`config.mk`:
```
export PLATFORM = sky130hd
export DESIGN_NAME = philv_mc_controller
export DESIGN_NICKNAME = d
export VERILOG_FILES = /design/src/rtl/philv_pkg.sv /design/src/rtl/philv_alu_decode.sv /design/src/rtl/philv_mc_controller.sv
export SDC_FILE = /design/constraint.sdc
export NUM_CORES = 1
export LEC_CHECK = 0
export ABC_AREA = 0
export CORE_UTILIZATION = 39
export CTS_CLUSTER_DIAMETER = 100
export DETAILED_ROUTE_END_ITERATION = 16
export PLACE_DENSITY = 0.79
export SETUP_SLACK_MARGIN = 0.15
export SLEW_MARGIN = 20
export SYNTH_ARGS = -nofsm -noshare
export SYNTH_HDL_FRONTEND = slang
export SYNTH_SLANG_ARGS = --single-unit
```
`constraint.sdc`:
```
create_clock -name clk -period 1.82 [get_ports clk]
set_input_delay 0.182 -clock clk [delete_from_list [all_inputs] [get_ports clk]]
set_output_delay 0.182 -clock clk [all_outputs]
set_load 0.05 [all_outputs]
```
`src/rtl/philv_pkg.sv`:
```
// ============================================================================
// Module  : philv_pkg
// Shared state encodings, RV32I opcodes, ALU codes and datapath mux selects.
// Revision: 1.0
// ============================================================================
`default_nettype none

package philv_pkg;

  typedef enum logic [2:0] {
    S_FETCH  = 3'd0,
    S_DECODE = 3'd1,
    S_EXEC   = 3'd2,
    S_MEM    = 3'd3,
    S_WB     = 3'd4,
    S_HALT   = 3'd7
  } state_t;

  localparam logic [6:0] OP_R      = 7'b0110011;
  localparam logic [6:0] OP_I      = 7'b0010011;
  localparam logic [6:0] OP_LOAD   = 7'b0000011;
  localparam logic [6:0] OP_STORE  = 7'b0100011;
  localparam logic [6:0] OP_BRANCH = 7'b1100011;
  localparam logic [6:0] OP_JAL    = 7'b1101111;
  localparam logic [6:0] OP_LUI    = 7'b0110111;

  localparam logic [3:0] ALU_ADD  = 4'd0;
  localparam logic [3:0] ALU_SUB  = 4'd1;
  localparam logic [3:0] ALU_SLL  = 4'd2;
  localparam logic [3:0] ALU_SLT  = 4'd3;
  localparam logic [3:0] ALU_SLTU = 4'd4;
  localparam logic [3:0] ALU_XOR  = 4'd5;
  localparam logic [3:0] ALU_SRL  = 4'd6;
  localparam logic [3:0] ALU_SRA  = 4'd7;
  localparam logic [3:0] ALU_OR   = 4'd8;
  localparam logic [3:0] ALU_AND  = 4'd9;

  localparam logic       PC_SRC_ALU = 1'b0;
  localparam logic       PC_SRC_TGT = 1'b1;
  localparam logic       ADDR_PC    = 1'b0;
  localparam logic       ADDR_ALU   = 1'b1;
  localparam logic [1:0] WB_ALU     = 2'b00;
  localparam logic [1:0] WB_MEM     = 2'b01;
  localparam logic [1:0] WB_PC      = 2'b10;
  localparam logic [1:0] A_RS1      = 2'b00;
  localparam logic [1:0] A_PC       = 2'b01;
  localparam logic [1:0] A_ZERO     = 2'b10;
  localparam logic [1:0] B_RS2      = 2'b00;
  localparam logic [1:0] B_IMM      = 2'b01;
  localparam logic [1:0] B_FOUR     = 2'b10;

  // Only word loads/stores and BEQ/BNE are implemented in this subset.
  function automatic logic f3_legal(input logic [6:0] op, input logic [2:0] f3);
    case (op)
      OP_LOAD, OP_STORE: return (f3 == 3'b010);
      OP_BRANCH:         return (f3 == 3'b000) || (f3 == 3'b001);
      default:           return 1'b1;
    endcase
  endfunction

endpackage

`default_nettype wire

```
`src/rtl/philv_alu_decode.sv`:
```
// ============================================================================
// Module  : philv_alu_decode
// Maps {opcode, funct3, funct7[5]} to the ALU operation code.
// Revision: 1.0
// ============================================================================
`default_nettype none

module philv_alu_decode
  import philv_pkg::*;
(
  input  logic [6:0] opcode,
  input  logic [2:0] funct3,
  input  logic       funct7b5,
  output logic [3:0] alu_op
);

  always_comb begin
    alu_op = ALU_ADD;
    case (opcode)
      OP_R, OP_I: begin
        case (funct3)
          3'b000:  alu_op = (opcode == OP_R && funct7b5) ? ALU_SUB : ALU_ADD;
          3'b001:  alu_op = ALU_SLL;
          3'b010:  alu_op = ALU_SLT;
          3'b011:  alu_op = ALU_SLTU;
          3'b100:  alu_op = ALU_XOR;
          3'b101:  alu_op = funct7b5 ? ALU_SRA : ALU_SRL;
          3'b110:  alu_op = ALU_OR;
          default: alu_op = ALU_AND;
        endcase
      end
      OP_BRANCH: alu_op = ALU_SUB;
      default:   alu_op = ALU_ADD;
    endcase
  end

endmodule

`default_nettype wire

```
`src/rtl/philv_mc_controller.sv`:
```
// ============================================================================
// Module  : philv_mc_controller
// Multi-cycle FETCH/DECODE/EXEC/MEM/WB control FSM for an RV32I subset.
// Define PHILV_MEM_WAIT_EN to stall FETCH and MEM until mem_ready.
// Revision: 1.0
// ============================================================================
`default_nettype none

module philv_mc_controller
  import philv_pkg::*;
#(
  parameter int XLEN  = 32,
  parameter int CNT_W = 32
) (
  input  logic             clk,
  input  logic             rstb,
  input  logic [XLEN-1:0]  instr,
  input  logic             alu_zero,
  input  logic             mem_ready,
  output logic             pc_we,
  output logic             pc_src,
  output logic             ir_we,
  output logic             mem_re,
  output logic             mem_we,
  output logic             mem_addr_sel,
  output logic             reg_we,
  output logic [1:0]       wb_sel,
  output logic [1:0]       alu_src_a,
  output logic [1:0]       alu_src_b,
  output logic [3:0]       alu_op,
  output logic [2:0]       state,
  output logic             illegal,
  output logic             retire,
  output logic [CNT_W-1:0] instret
);

  state_t           r_state;
  logic             r_illegal;
  logic [CNT_W-1:0] r_instret;

  logic [6:0] w_opcode;
  logic [2:0] w_funct3;
  logic       w_op_ok;
  logic       w_f3_ok;
  logic       w_taken;
  logic       w_ready;
  logic [3:0] w_dec_op;
  logic       w_unused;

  assign w_opcode = instr[6:0];
  assign w_funct3 = instr[14:12];
  assign w_f3_ok  = f3_legal(w_opcode, w_funct3);
  assign w_taken  = ((w_funct3 == 3'b000) &&  alu_zero) ||
                    ((w_funct3 == 3'b001) && !alu_zero);
  assign w_op_ok  = (w_opcode == OP_R)      || (w_opcode == OP_I)     ||
                    (w_opcode == OP_LOAD)   || (w_opcode == OP_STORE) ||
                    (w_opcode == OP_BRANCH) || (w_opcode == OP_JAL)   ||
                    (w_opcode == OP_LUI);

`ifdef PHILV_MEM_WAIT_EN
  assign w_ready  = mem_ready;
  assign w_unused = ^{instr[XLEN-1:31], instr[29:15], instr[11:7]};
`else
  assign w_ready  = 1'b1;
  assign w_unused = ^{instr[XLEN-1:31], instr[29:15], instr[11:7], mem_ready};
`endif

  philv_alu_decode u_alu_decode (
    .opcode   (w_opcode),
    .funct3   (w_funct3),
    .funct7b5 (instr[30]),
    .alu_op   (w_dec_op)
  );

  always_ff @(posedge clk) begin
    if (!rstb) begin
      r_state   <= S_FETCH;
      r_illegal <= 1'b0;
      r_instret <= '0;
    end else begin
      if (retire) r_instret <= r_instret + CNT_W'(1);
      case (r_state)
        S_FETCH:  if (w_ready) r_state <= S_DECODE;
        S_DECODE: begin
          if (w_op_ok) begin
            r_state <= S_EXEC;
          end else begin
            r_state   <= S_HALT;
            r_illegal <= 1'b1;
          end
        end
        S_EXEC: begin
          if (!w_f3_ok) begin
            r_state   <= S_HALT;
            r_illegal <= 1'b1;
          end else if (w_opcode == OP_LOAD || w_opcode == OP_STORE) begin
            r_state <= S_MEM;
          end else if (w_opcode == OP_BRANCH || w_opcode == OP_JAL) begin
            r_state <= S_FETCH;
          end else begin
            r_state <= S_WB;
          end
        end
        S_MEM:    if (w_ready) r_state <= (w_opcode == OP_LOAD) ? S_WB : S_FETCH;
        S_WB:     r_state <= S_FETCH;
        default:  r_state <= S_HALT;
      endcase
    end
  end

  // Strobes are gated by rstb so a reset mid-instruction commits nothing.
  always_comb begin
    pc_we        = 1'b0;
    pc_src       = PC_SRC_ALU;
    ir_we        = 1'b0;
    mem_re       = 1'b0;
    mem_we       = 1'b0;
    mem_addr_sel = ADDR_PC;
    reg_we       = 1'b0;
    wb_sel       = WB_ALU;
    alu_src_a    = A_RS1;
    alu_src_b    = B_RS2;
    alu_op       = ALU_ADD;
    retire       = 1'b0;
    if (rstb) begin
      case (r_state)
        S_FETCH: begin
          mem_re    = 1'b1;
          alu_src_a = A_PC;
          alu_src_b = B_FOUR;
          ir_we     = w_ready;
          pc_we     = w_ready;
        end
        S_EXEC: begin
          if (w_f3_ok) begin
            alu_op = w_dec_op;
            case (w_opcode)
              OP_I, OP_LOAD, OP_STORE: alu_src_b = B_IMM;
              OP_LUI: begin
                alu_src_a = A_ZERO;
                alu_src_b = B_IMM;
              end
              OP_BRANCH: begin
                pc_we  = w_taken;
                pc_src = w_taken ? PC_SRC_TGT : PC_SRC_ALU;
                retire = 1'b1;
              end
              OP_JAL: begin
                pc_we  = 1'b1;
                pc_src = PC_SRC_TGT;
                reg_we = 1'b1;
                wb_sel = WB_PC;
                retire = 1'b1;
              end
              default: ;
            endcase
          end
        end
        S_MEM: begin
          mem_addr_sel = ADDR_ALU;
          if (w_opcode == OP_LOAD) begin
            mem_re = 1'b1;
          end else begin
            mem_we = 1'b1;
            retire = w_ready;
          end
        end
        S_WB: begin
          reg_we = 1'b1;
          wb_sel = (w_opcode == OP_LOAD) ? WB_MEM : WB_ALU;
          retire = 1'b1;
        end
        default: ;
      endcase
    end
  end

  assign state   = r_state;
  assign illegal = r_illegal;
  assign instret = r_instret;

endmodule

`default_nettype wire

```
# After elaboration in Yosys (flattened, before gate mapping)
# Cells that the tools add are included.
[word_totals]
output_inout_bits = 54
regBits = 36
wordCells = 102
in_bits = 36
[classes]
reduce_logical = 22
add_sub_neg = 1
n_eq_ne = 19
muxes = 57
[op_table]
columns = ["operator", "count"]
rows = [
  ["adder 32 x 1 -> 32 bit, second input constant", 1],
  ["two-way mux 1 bit", 28],
  ["one-hot mux 4 bit (7 select lines)", 1],
  ["equality test 7 x 6 -> 1 bit, second input constant", 3],
  ["two-way mux 3 bit", 5],
  ["one-hot mux 3 bit (5 select lines)", 1],
  ["equality test 7 bit, second input constant", 2],
  ["two-way mux 2 bit", 7],
  ["one-hot mux 1 bit (2 select lines)", 7],
  ["equality test 3 x 2 -> 1 bit, second input constant", 4],
  ["equality test 3 bit, second input constant", 4],
  ["two-way mux 4 bit", 3],
  ["one-hot mux 2 bit (2 select lines)", 3],
  ["logical OR 1 bit", 10],
  ["one-hot mux 4 bit (2 select lines)", 1],
  ["equality test 7 x 2 -> 1 bit, second input constant", 1],
  ["equality test 7 x 5 -> 1 bit, second input constant", 1],
  ["equality test 3 x 1 -> 1 bit, second input constant", 2],
  ["zero test 3 bit", 2],
  ["OR reduction 2 bit", 3],
  ["inequality test 2 bit, second input constant", 2],
  ["OR reduction 4 bit", 1],
  ["logical AND 1 bit", 3],
  ["one-hot mux 1 bit (3 select lines)", 1],
  ["other kinds (3)", 3],
]

# Logic depth before layout (Yosys ltp)
[depth]
word_depth = 9
mapped_depth = 9
depth_no_buf = 6

# Cells and area by module
# Synthesis repeated with hierarchy kept, for this count alone.
[unflattened]
cells_unflattened = 291
area_unflattened_um2 = 2258.4
[by_module_without_submodules]
columns = ["mod", "area_each_um2", "cells_per_inst", "seq_area_each_um2", "n_inst"]
rows = [
  ["philv_mc_controller", 2145.8, 272, 720.7, 1],
  ["philv_alu_decode", 112.6, 19, 0.0, 1],
]

# Least setup slack after synthesis
# Ideal clock, no wire load.
[synth_path]
kind = "flip-flop to output port"
startpoint = "reg r_state[1] (netlist: state[1])"
endpoint = "out pc_we"
stages_incl_launch_ff = 6
slack_ps = -1504
required_ps = 1638
arrival_ps = 3142
path_buffers = 1
path_cell_list = "dfxtp_1 > clkbuf_1 > and3_1 > o21ai_0 > a211oi_1 > or2_2"
[synth_between]
elab_chain_len = 3
elab_cells_between_ends = 4
classes_between = "eq/ne: 1; mux: 2; reduce/logical: 1"
[synth_lines]
columns = ["element", "line", "rtl"]
rows = [
  ["from (decl)", "philv_mc_controller.sv:37", "state_t r_state;"],
  ["from (signal assigned)", "philv_mc_controller.sv:104", "S_MEM: if (w_ready) r_state <= (w_opcode == OP_LOAD) ? S_WB : S_FETCH;"],
  ["equality test 3 x 2 -> 1 bit / zero test 3 bit (equally long branches)", "philv_mc_controller.sv:126", "case (r_state)"],
  ["one-hot mux 1 bit (2 select lines) *", "philv_mc_controller.sv:126", ""],
  ["two-way mux 1 bit *", "philv_mc_controller.sv:125", "if (rstb) begin"],
  ["to (decl)", "philv_mc_controller.sv:20", "output logic pc_we,"],
]
# Mark *: on every way between the ends. The rest lies on a longest branch, timed or not.

# Final worst setup path
[layout_path]
startpoint = "reg r_state[2] (netlist: state[2])"
endpoint = "reg r_instret[19] (netlist: instret[19])"
[layout_between]
elab_chain_len = 3
elab_cells_between_ends = 5
classes_between = "eq/ne: 3; mux: 2"
[layout_lines]
columns = ["element", "line", "rtl"]
rows = [
  ["equality test 3 bit / equality test 3 x 2 -> 1 bit (equally long branches)", "philv_mc_controller.sv:126", ""],
  ["one-hot mux 1 bit (3 select lines) *", "philv_mc_controller.sv:126", ""],
  ["two-way mux 1 bit *", "philv_mc_controller.sv:125", ""],
  ["to (signal assigned)", "philv_mc_controller.sv:81", "if (retire) r_instret <= r_instret + CNT_W'(1);"],
  ["to (decl)", "philv_mc_controller.sv:39", "logic [CNT_W-1:0] r_instret;"],
]
# Marks and branches as above.
# A chain may end at the register's enable or synchronous reset.

==> flow_metrics.py <==
metrics = {
    "die": {
        "rows": 26,
        "die_h_um": 77.0,
        "start_util_pct": 41.6,
        "ios": 90,
        "design.core.area_mm2": 0.00527,
        "fp.dieArea_mm2": 0.00592,
        "fp.dieW_um": 77.0,
    },
    "global_route": {
        "grt-ovfl-total": 0,
        "grt_pass1_vias": 2950,
        "antenna_found_initial": 0,
        "grt_max_degree": 15,
        "grt_usage_pct": 30.0,
        "grt_first_pass_wirelength_um": 14300,
    },
    "logic_synthesis": {
        "synth_warnings": 0,
        "synth-seq-area-share_pct": 32.9,
        "synth_cells": 271,
        "synth_area_mm2": 0.00219,
        "syn-num-nets": 308,
        "synth_cell_types": 50,
        "ys_ff_latch": 36,
        "syn_area_per_cell_um2": 8.08,
    },
    "timing": {
        "clock_skew_ps": 7.00,
        "worst_pin_slew_ps": 534,
        "min_period_over_period_pct": 107,
        "finalHoldWorstSlack_ps": 460,
        "clock.fmax_ghz": 0.514,
        "rsz0062_at_grt": "true",
        "tns_ps": -1210,
        "worst_slack_ps": -127,
        "timing.final.max_slew_violations": 0,
        "relSlewSlack_pct": 64.3,
        "finalHoldViolCount": 0,
        "min_period_ps": 1950,
        "setup_viol": 26,
    },
    "clocking": {
        "path_clk_slew_ps": 80,
        "cts_buffers": 5,
        "cts_hold_buffers": 0,
        "root_buffer": "clkbuf_8",
        "worstSkewPairLatency_ps": 300,
        "cts_htree_levels": 2,
        "clkSinkCount": 36,
        "cts_buffer_depth": 2,
        "cts_tree": "built",
    },
    "place": {
        "gp_congestion": 0.814,
        "dp.cells": 447,
        "dpl_cell_area_mm2": 0.00369,
        "dp_hpwl_um": 5220,
        "port_buffers": 67,
    },
    "power_and_ir_drop": {
        "pwr-share-clk_pct": 14.4,
        "switching_share_pct": 44.9,
        "p_switching_mw": 1.86,
        "p_total_mw": 4.15,
        "power_density_mw_per_mm2": 880,
        "power_frac_seq_pct": 23.1,
        "comb_power_share_pct": 62.5,
        "p_int_mw": 2.28,
        "irDropWorstVdd_mv": 0.824,
        "leakagePower_nw": 2.08,
    },
    "critical_path": {
        "critPathRequiredTime_ps": 2020,
        "end_kind": "register",
        "start_kind": "register",
        "worstPathArrival_ps": 2150,
        "critPathMaxFanout": 7,
        "path_class": "reg2reg",
    },
    "route": {
        "first_iter_violations": 307,
        "firstDrtPassIters": 5,
        "ant_nets": 0,
        "viasPerCell": 6.33,
        "wl_per_cell_um": 24.3,
        "drc": 0,
        "wirelength_um": 12200,
        "vias": 3182,
    },
    "finish": {
        "layout-drive-gt1-share_pct": 57.7,
        "final_cell_mix": "buf_4 (69), buf_6 (35), nor2_1 (28), dfxtp_4 (20), nand2_1 (19)",
        "fin_area_mm2": 0.00471,
        "layout_commonest_cell": "buf_4",
        "instances_no_fill": 503,
        "area_delta_synth_final_pct": 115,
        "diodes": 0,
        "final_nets": 469,
    },
    "hold_path": {
        "hp-class": "in2reg",
    },
    "run_status": {
        "status": "finished, violations left",
        "violations": "setup timing",
    },
    "job": {
        "max-cap-violations": 0,
    },
}
## kinds of logic (layout without fill, tap and decap cells)
| kind of cell | Yosys count | in the layout | synth area share (%) |
|---|---|---|---|
| simple gates | 124 | 125 | 31.6 |
| mux | 1 | 1 | 0.457 |
| fa+ha+maj | 1 | 1 | 0.571 |
| xor+xnor | 21 | 21 | 8.39 |
| buf+inv | 23 | 184 | 5.65 |
| flops | 36 | 36 | 32.9 |
| compound gates | 65 | 65 | 20.4 |
## routing by layer
| layer | vias to the layer above | GRT usage [%] | share of wire, % | routed length (µm) |
|---|---|---|---|---|
| li1 | 1316 | - | - | - |
| met1 | 1541 | 34.4 | 37 | 4570 |
| met2 | 253 | 53.3 | 49 | 6030 |
| met3 | 72 | 5.60 | 8.4 | 1030 |
| met4 | 0 | 14.2 | 5.0 | 609 |
| met5 | - | 0 | 0 | 0 |
## critical path, stage by stage, from the launching register on
cell	delay, ps
dfxtp_4	380
nor2_4	150
buf_6	120
and4b_1	240
buf_12	140
o2111ai_4	190
buf_6	200
buf_6	120
xnor2_2	120
nor2_1	190
## cells in the mapped netlist (all sizes together)
library cell / n / area share (%)
dfxtp: 36 / 33
nor2: 36 / 6.5
nand2: 22 / 3.8
a21oi: 20 / 4.6
o21ai: 16 / 3.8
nand3: 15 / 3.4
xnor2: 11 / 4.4
xor2: 10 / 4.0
or3: 9 / 2.6
buf: 8 / 3.1
clkbuf: 8 / 1.4
a211oi: 7 / 2.4
inv: 7 / 1.2
nor4: 7 / 2.0
a2111oi: 6 / 2.7
and3: 6 / 1.7
nor3: 5 / 1.1
o2111ai: 5 / 3.1
nand4: 4 / 1.1
o31ai: 4 / 1.4
or4: 4 / 1.4
nand2b: 3 / 0.86
nor2b: 2 / 0.57
nor3b: 2 / 1.2
o211ai: 2 / 0.69
a211o: 1 / 0.40
a21o: 1 / 0.34
and2b: 1 / 0.34
and3b: 1 / 0.46
and4: 1 / 0.40
and4b: 1 / 0.46
ha: 1 / 0.57
mux2i: 1 / 0.46
nand3b: 1 / 0.34
nand4b: 1 / 1.1
nand4bb: 1 / 1.3
nor4b: 1 / 0.69
o21a: 1 / 0.34
o21bai: 1 / 0.34
o311ai: 1 / 0.40
or2: 1 / 0.29
## area by class of cell
type / count / area, µm²
clock buffer: 5 / 68.8
clock inverter: 3 / 18.8
fill: 208 / 558
inverter: 7 / 26.3
multi-input combinational: 213 / 1990
sequential: 36 / 806
tap: 70 / 87.6
timing repair buffer: 169 / 1710
## metrics by stage
stage | util [%] | setup slack, ps
6_report | 89.4 | -127
5_1_grt | 89.4 | -211
4_1_cts | 77.9 | -12.4
3_5_place_dp | 70.0 | -616
3_3_place_gp | 70.0 | -568
2_1_floorplan | - | -122
## final timing paths
check                            from                        to  slack (ps)  depth (start not counted)
max               state[2]$_SDFF_PN0_  instret[19]$_SDFFE_PN0P_        -130                          9
min                          instr[4]      illegal$_SDFFE_PN0P_         460                          6
max reg2reg       state[2]$_SDFF_PN0_  instret[19]$_SDFFE_PN0P_        -130                          9
min reg2reg  instret[23]$_SDFFE_PN0P_  instret[23]$_SDFFE_PN0P_         530                          2
## power groups by stage
stage / Clock (mW) / Sequential [mW] / Combinational [mW]
final: 0.598 / 0.959 / 2.59
after global routing: 0.629 / 0.962 / 2.66
after CTS: 0.577 / 0.943 / 1.98
after detailed placement: 0 / 0.975 / 1.61
after global placement: 0 / 0.972 / 1.58
after floorplan: 0 / 1.13 / 0.813
## sequential cells by signal, summed over array words and instances, names as in the netlist
name and cells:
instret 32, state 3, illegal 1
## what timing repair did
item / CTS / global route
setup buffers: 23 / 22
pin swaps: 23 / 60
gates resized for setup: 96 / 101
hold endpoints to repair: 0 / 0
endpoints found under the setup margin: 64 / 68
gates cloned: 1 / 2
Power figures use the tool's default switching activity.
